`config.mk`:
```
export PLATFORM = sky130hd
export DESIGN_NAME = uart_tx_unit
export DESIGN_NICKNAME = d
export VERILOG_FILES = /design/src/rtl/uart_pkg.sv /design/src/rtl/uart_bit_timer.sv /design/src/rtl/uart_tx_unit.sv
export SDC_FILE = /design/constraint.sdc
export NUM_CORES = 1
export LEC_CHECK = 0
export CELL_PAD_IN_SITES_DETAIL_PLACEMENT = 0
export CELL_PAD_IN_SITES_GLOBAL_PLACEMENT = 1
export CORE_ASPECT_RATIO = 0.6
export CORE_UTILIZATION = 35
export DETAILED_ROUTE_END_ITERATION = 7
export PLACE_DENSITY = 0.63
export SKIP_CTS_REPAIR_TIMING = 1
export SLEW_MARGIN = 20
export SYNTH_ARGS = -nofsm -noshare
export SYNTH_HDL_FRONTEND = slang
export SYNTH_SLANG_ARGS = --single-unit
```
`constraint.sdc`:
```
create_clock -name clk -period 3.6 [get_ports clk]
set_input_delay 1.08 -clock clk [delete_from_list [all_inputs] [get_ports clk]]
set_output_delay 1.08 -clock clk [all_outputs]
set_load 0.02 [all_outputs]
```
`src/rtl/uart_pkg.sv`:
```
//==============================================================================
// uart_pkg -- shared state encoding and sizing for the UART transmitter slice.
// Rev 1.0
//==============================================================================
`default_nettype none

package uart_pkg;

  localparam int DATA_BITS        = 8;
  localparam int CLKS_PER_BIT_DEF = 16;

  typedef enum logic [2:0] {
    IDLE   = 3'd0,
    START  = 3'd1,
    DATA   = 3'd2,
`ifdef UART_TX_PARITY_EN
    PARITY = 3'd3,
`endif
    STOP   = 3'd4
  } state_t;

endpackage

`default_nettype wire

```
`src/rtl/uart_bit_timer.sv`:
```
//==============================================================================
// uart_bit_timer -- bit-cell counter; cell_done pulses on the last cycle of a cell.
// Rev 1.0
//==============================================================================
`default_nettype none

module uart_bit_timer
  import uart_pkg::*;
#(
  parameter int CLKS_PER_BIT = CLKS_PER_BIT_DEF
) (
  input  logic clk,
  input  logic reset,
  input  logic clear,
  output logic cell_done
);

  localparam int            CW   = $clog2(CLKS_PER_BIT);
  localparam logic [CW-1:0] LAST = CW'(CLKS_PER_BIT - 1);

  logic [CW-1:0] cnt_q;
  logic [CW-1:0] cnt_d;

  assign cell_done = (cnt_q == LAST);

  always_comb begin
    cnt_d = clear ? '0 : cnt_q + CW'(1);
  end

  always_ff @(posedge clk or negedge reset) begin
    if (!reset) begin
      cnt_q <= '0;
    end else begin
      cnt_q <= cnt_d;
    end
  end

endmodule

`default_nettype wire

```
`src/rtl/uart_tx_unit.sv`:
```
//==============================================================================
// uart_tx_unit -- 8N1 UART transmitter popping bytes from a one-word buffer;
// defining UART_TX_PARITY_EN inserts an even-parity bit after the data bits.  Rev 1.0
//==============================================================================
`default_nettype none

module uart_tx_unit
  import uart_pkg::*;
#(
  parameter int CLKS_PER_BIT = CLKS_PER_BIT_DEF
) (
  input  logic                 clk,
  input  logic                 reset,
  input  logic                 empty,
  input  logic [DATA_BITS-1:0] r_data,
  output logic                 re,
  output logic                 tx,
  output logic                 busy
);

  localparam int               IDX_W    = $clog2(DATA_BITS);
  localparam logic [IDX_W-1:0] LAST_IDX = IDX_W'(DATA_BITS - 1);

  state_t               state_q;
  logic [DATA_BITS-1:0] shift_q;
  logic [IDX_W-1:0]     idx_q;
  logic                 tx_q;
  logic                 busy_q;
  logic                 cell_done;
  logic                 timer_clear;
`ifdef UART_TX_PARITY_EN
  logic                 parity_q;
`endif

  // Gating with reset keeps the buffer untouched while reset is held.
  assign re   = reset & (state_q == IDLE) & ~empty;
  assign tx   = tx_q;
  assign busy = busy_q;

  // Counter sits at zero in IDLE, so every cell starts from a clean count.
  assign timer_clear = (state_q == IDLE) | cell_done;

  uart_bit_timer #(
    .CLKS_PER_BIT (CLKS_PER_BIT)
  ) u_bit_timer (
    .clk       (clk),
    .reset     (reset),
    .clear     (timer_clear),
    .cell_done (cell_done)
  );

  always_ff @(posedge clk or negedge reset) begin
    if (!reset) begin
      state_q  <= IDLE;
      shift_q  <= '0;
      idx_q    <= '0;
      tx_q     <= 1'b1;
      busy_q   <= 1'b0;
`ifdef UART_TX_PARITY_EN
      parity_q <= 1'b0;
`endif
    end else begin
      unique case (state_q)
        IDLE: begin
          if (re) begin
            shift_q  <= r_data;
            idx_q    <= '0;
            state_q  <= START;
            tx_q     <= 1'b0;
            busy_q   <= 1'b1;
`ifdef UART_TX_PARITY_EN
            parity_q <= ^r_data;
`endif
          end
        end
        START: begin
          if (cell_done) begin
            state_q <= DATA;
            tx_q    <= shift_q[0];
          end
        end
        DATA: begin
          if (cell_done) begin
            if (idx_q == LAST_IDX) begin
`ifdef UART_TX_PARITY_EN
              state_q <= PARITY;
              tx_q    <= parity_q;
`else
              state_q <= STOP;
              tx_q    <= 1'b1;
`endif
            end else begin
              // Next bit is presented from bit 1 as the register shifts.
              idx_q   <= idx_q + IDX_W'(1);
              shift_q <= shift_q >> 1;
              tx_q    <= shift_q[1];
            end
          end
        end
`ifdef UART_TX_PARITY_EN
        PARITY: begin
          if (cell_done) begin
            state_q <= STOP;
            tx_q    <= 1'b1;
          end
        end
`endif
        STOP: begin
          if (cell_done) begin
            state_q <= IDLE;
            tx_q    <= 1'b1;
            busy_q  <= 1'b0;
          end
        end
        default: begin
          state_q <= IDLE;
          tx_q    <= 1'b1;
          busy_q  <= 1'b0;
        end
      endcase
    end
  end

endmodule

`default_nettype wire
```
==> results of run 1 <==
[registers in the layout, indices dropped and copies added, names as in the netlist]
register and cells:
state_q 3, shift_q 8, idx_q 3, u_bit_timer.cnt_q 4, tx 1, busy 1
[logic make-up after synthesis]
group	count (synthesis)	share of synthesized area
buf+inv	7	0.0370
simple gates	28	0.168
fa+ha+maj	3	0.0370
compound gates	32	0.224
mux	2	0.0222
xor+xnor	2	0.0173
flops	20	0.494
[stage by stage]
step | cells | setup WS (ns) | area, µm²
after floorplan | 94 | 0.979 | 1010
after global placement | 138 | 0.166 | 1190
after detailed placement | 138 | 0.177 | 1190
after CTS | 142 | 0.160 | 1240
after global routing | 142 | 0.0638 | 1240
final | 142 | 0.173 | 1240
[layer usage]
layer	up-vias	part of all wire	track usage
li1	384	-	-
met1	355	0.57	0.242
met3	5	0.035	0.0558
met5	-	0	0
met4	0	0.012	0.0588
met2	8	0.39	0.229
[synthesized netlist by cell type]
cell type / number / share of area
a22o_1: 2 / 0.017
nor3b_1: 2 / 0.015
nand4b_1: 2 / 0.017
buf_2: 3 / 0.015
dfstp_2: 1 / 0.026
buf_6: 1 / 0.011
a21boi_2: 1 / 0.011
o22ai_1: 7 / 0.043
a2bb2oi_1: 8 / 0.069
nor3_2: 1 / 0.0099
a22oi_1: 1 / 0.0074
o21ai_1: 1 / 0.0049
nor2b_1: 1 / 0.0062
nand3_1: 1 / 0.0049
or3_1: 2 / 0.012
mux2_2: 1 / 0.011
nand2_1: 3 / 0.011
clkbuf_1: 2 / 0.0074
a32o_1: 1 / 0.0099
nand2_2: 1 / 0.0062
inv_1: 1 / 0.0037
dfrtp_1: 19 / 0.47
xnor2_1: 2 / 0.017
nand2b_1: 1 / 0.0062
nor2_1: 5 / 0.018
o21ai_0: 2 / 0.0099
nor3_1: 3 / 0.015
nand3b_1: 3 / 0.022
o21bai_1: 2 / 0.015
mux2_1: 1 / 0.011
and3_4: 1 / 0.011
o21a_1: 1 / 0.0074
ha_1: 3 / 0.037
and3_1: 2 / 0.012
a21oi_1: 6 / 0.030
[final timing paths]
kind / start / to / slack [ns] / cells past startpoint
max reg2reg: idx_q[0] / shift_q[6] / 1.82 / 6
min in group asynchronous: reset / state_q[1] / 1.20 / 2
max: empty / re / 0.17 / 4
min: shift_q[7] / shift_q[7] / 0.50 / 1
min reg2reg: shift_q[7] / shift_q[7] / 0.50 / 1
max in group asynchronous: reset / tx / 2.12 / 2
[area by class of cell]
class,instances,share of cell area
inverter,1,0.00302
sequential,20,0.403
multi-input combinational,67,0.382
timing repair buffer,18,0.135
clock buffer,4,0.0443
tap,32,0.0322
[power by group through the flow]
stage | Sequential [µW] | Clock (µW) | Combinational [µW]
2_1_floorplan | 365 | 0 | 162
4_1_cts | 361 | 177 | 241
6_report | 362 | 173 | 238
3_5_place_dp | 364 | 0 | 239
5_1_grt | 374 | 187 | 268
3_3_place_gp | 365 | 0 | 238
[layout by cell type (no fill, tap or decap), drive strengths merged, types with 4 or more instances in the layout]
cell type      synthesis  routed
dfrtp                 19      19
nor3                   4       4
a21oi                  6       6
o22ai                  7       7
clkbuf                 2       4
nand2                  4       4
a2bb2oi                8       8
nor2                   5       5
clkdlybuf4s50          0      13
buf                    4       5
==> impl_results.md, run 1 <==
* Nets@finish at 125
* # IOs at 14
* CTS Buf Count at 3
* Via/cell ratio at 5.30
* Mapped Area at 1010 µm²
* Status: complete, no violations
* Drt first-iter violations at 22
* Yosys reg bits at 20
* DRC viols at 0
* Buffers & Inverters on Critical Path at 2
* Grt ovf at 0
* CP Class: in2out
* Internal Pwr Total at 538 µW
* Initial antenna violation count at 0
* Footprint of the multi-input gates at 475 µm²
* Seq pwr share at 0.468
* WL per Instance at 15.3 µm
* Initial DRT Pass Iterations at 4
* Final min period at 3.43 ns
* Total negative slack at 0 ns
* H-tree levels at 1
* Sequential area share after synthesis at 0.494
* Slew margin rel. at 0.691
* Actual slew at the worst max-slew pin at 0.464 ns
* Final setup viols at 0
* Max Clock Freq at 292 MHz
* Cell Pwr Density at 621 nW/µm²
* Root Buffer: clkbuf_8
* Startpoint Class: primary input
* Clk_lat worst skew at 0.26 ns
* Die width at 71.5 µm
* Clock Path Buffers at 2
* Leakage power at 0.000513 µW
* Sink Count at 20
* Hold Crit Class: reg2reg
* Dpl hpwl at 1.55 mm
* Routability cong. at 0.757
* Crit path capture type: primary output
* First-pass GRT wire length at 3.76 mm
* Combinational share of power at 0.308
* Average cell area after synthesis at 10.8 µm²
* DR vias at 752
* Min Hold Slack at 0.499 ns
* N_diodes at 0
* Ratio of cells with drive above 1 in the final layout at 0.136
* Number of I/O port buffers at 13
* Fin crit share at 0.952
* Max Cap Violations at 0
* CP Cell Sequence: clkdlybuf4s50_1, nand2b_1, nor2_1, clkdlybuf4s50_1
* Worst-path clk slew at 0.08 ns
* Share of power burned in the clock network at 0.224
* Syn_nets at 108
* Sw Share at 0.303
* Routed Antenna Nets at 0
* TritonCTS clock tree: built
* VDD IR-drop max at 342 µV
* Total core area at 2630 µm²
* RSZ-0062 raised after global routing: false
* Rows at 14
* Area Overhead vs Synth at 22.6%
* Worst-path fanout max at 2
* GRT Total Usage at 0.166
* NetSw at 234 µW
* Slowest cell on the critical path: clkdlybuf4s50_1
* Initial Utilization at 0.386
* Worst EP arrival at 2.35 ns
* Peak per-stage delay on the critical path at 0.61 ns
* Synth cell types at 35
* Worst Skew at 0.00311 ns
* Most used cell, CP: clkdlybuf4s50_1
* Warnings, synthesis at 0
* Gate Count Post-Synth at 94
* DRT Wirelength at 2.17 mm
* Post-layout util at 0.473
* Worst EP required at 2.52 ns
* Register area at 502 µm²
* Vias in the first global route at 766
* Vert. Die Dim at 43.7 µm
* Fin. Hold Viols at 0
* Total Power at 773 µW
* Delay-heaviest family, CP: buffers and inverters
* DIE AREA at 3130 µm²
* Fill count at 250
* Largest net degree at the start of global routing at 22
* Slew Limit Fails at 0
(Power assumes the default switching activity.)
==> run 2, diff against run 1 <==
- SKIP_LAST_GASP: not set -> 1
==> results of run 2 <==
Same layout as run 1: the final DEF is identical, and so are final timing and power.
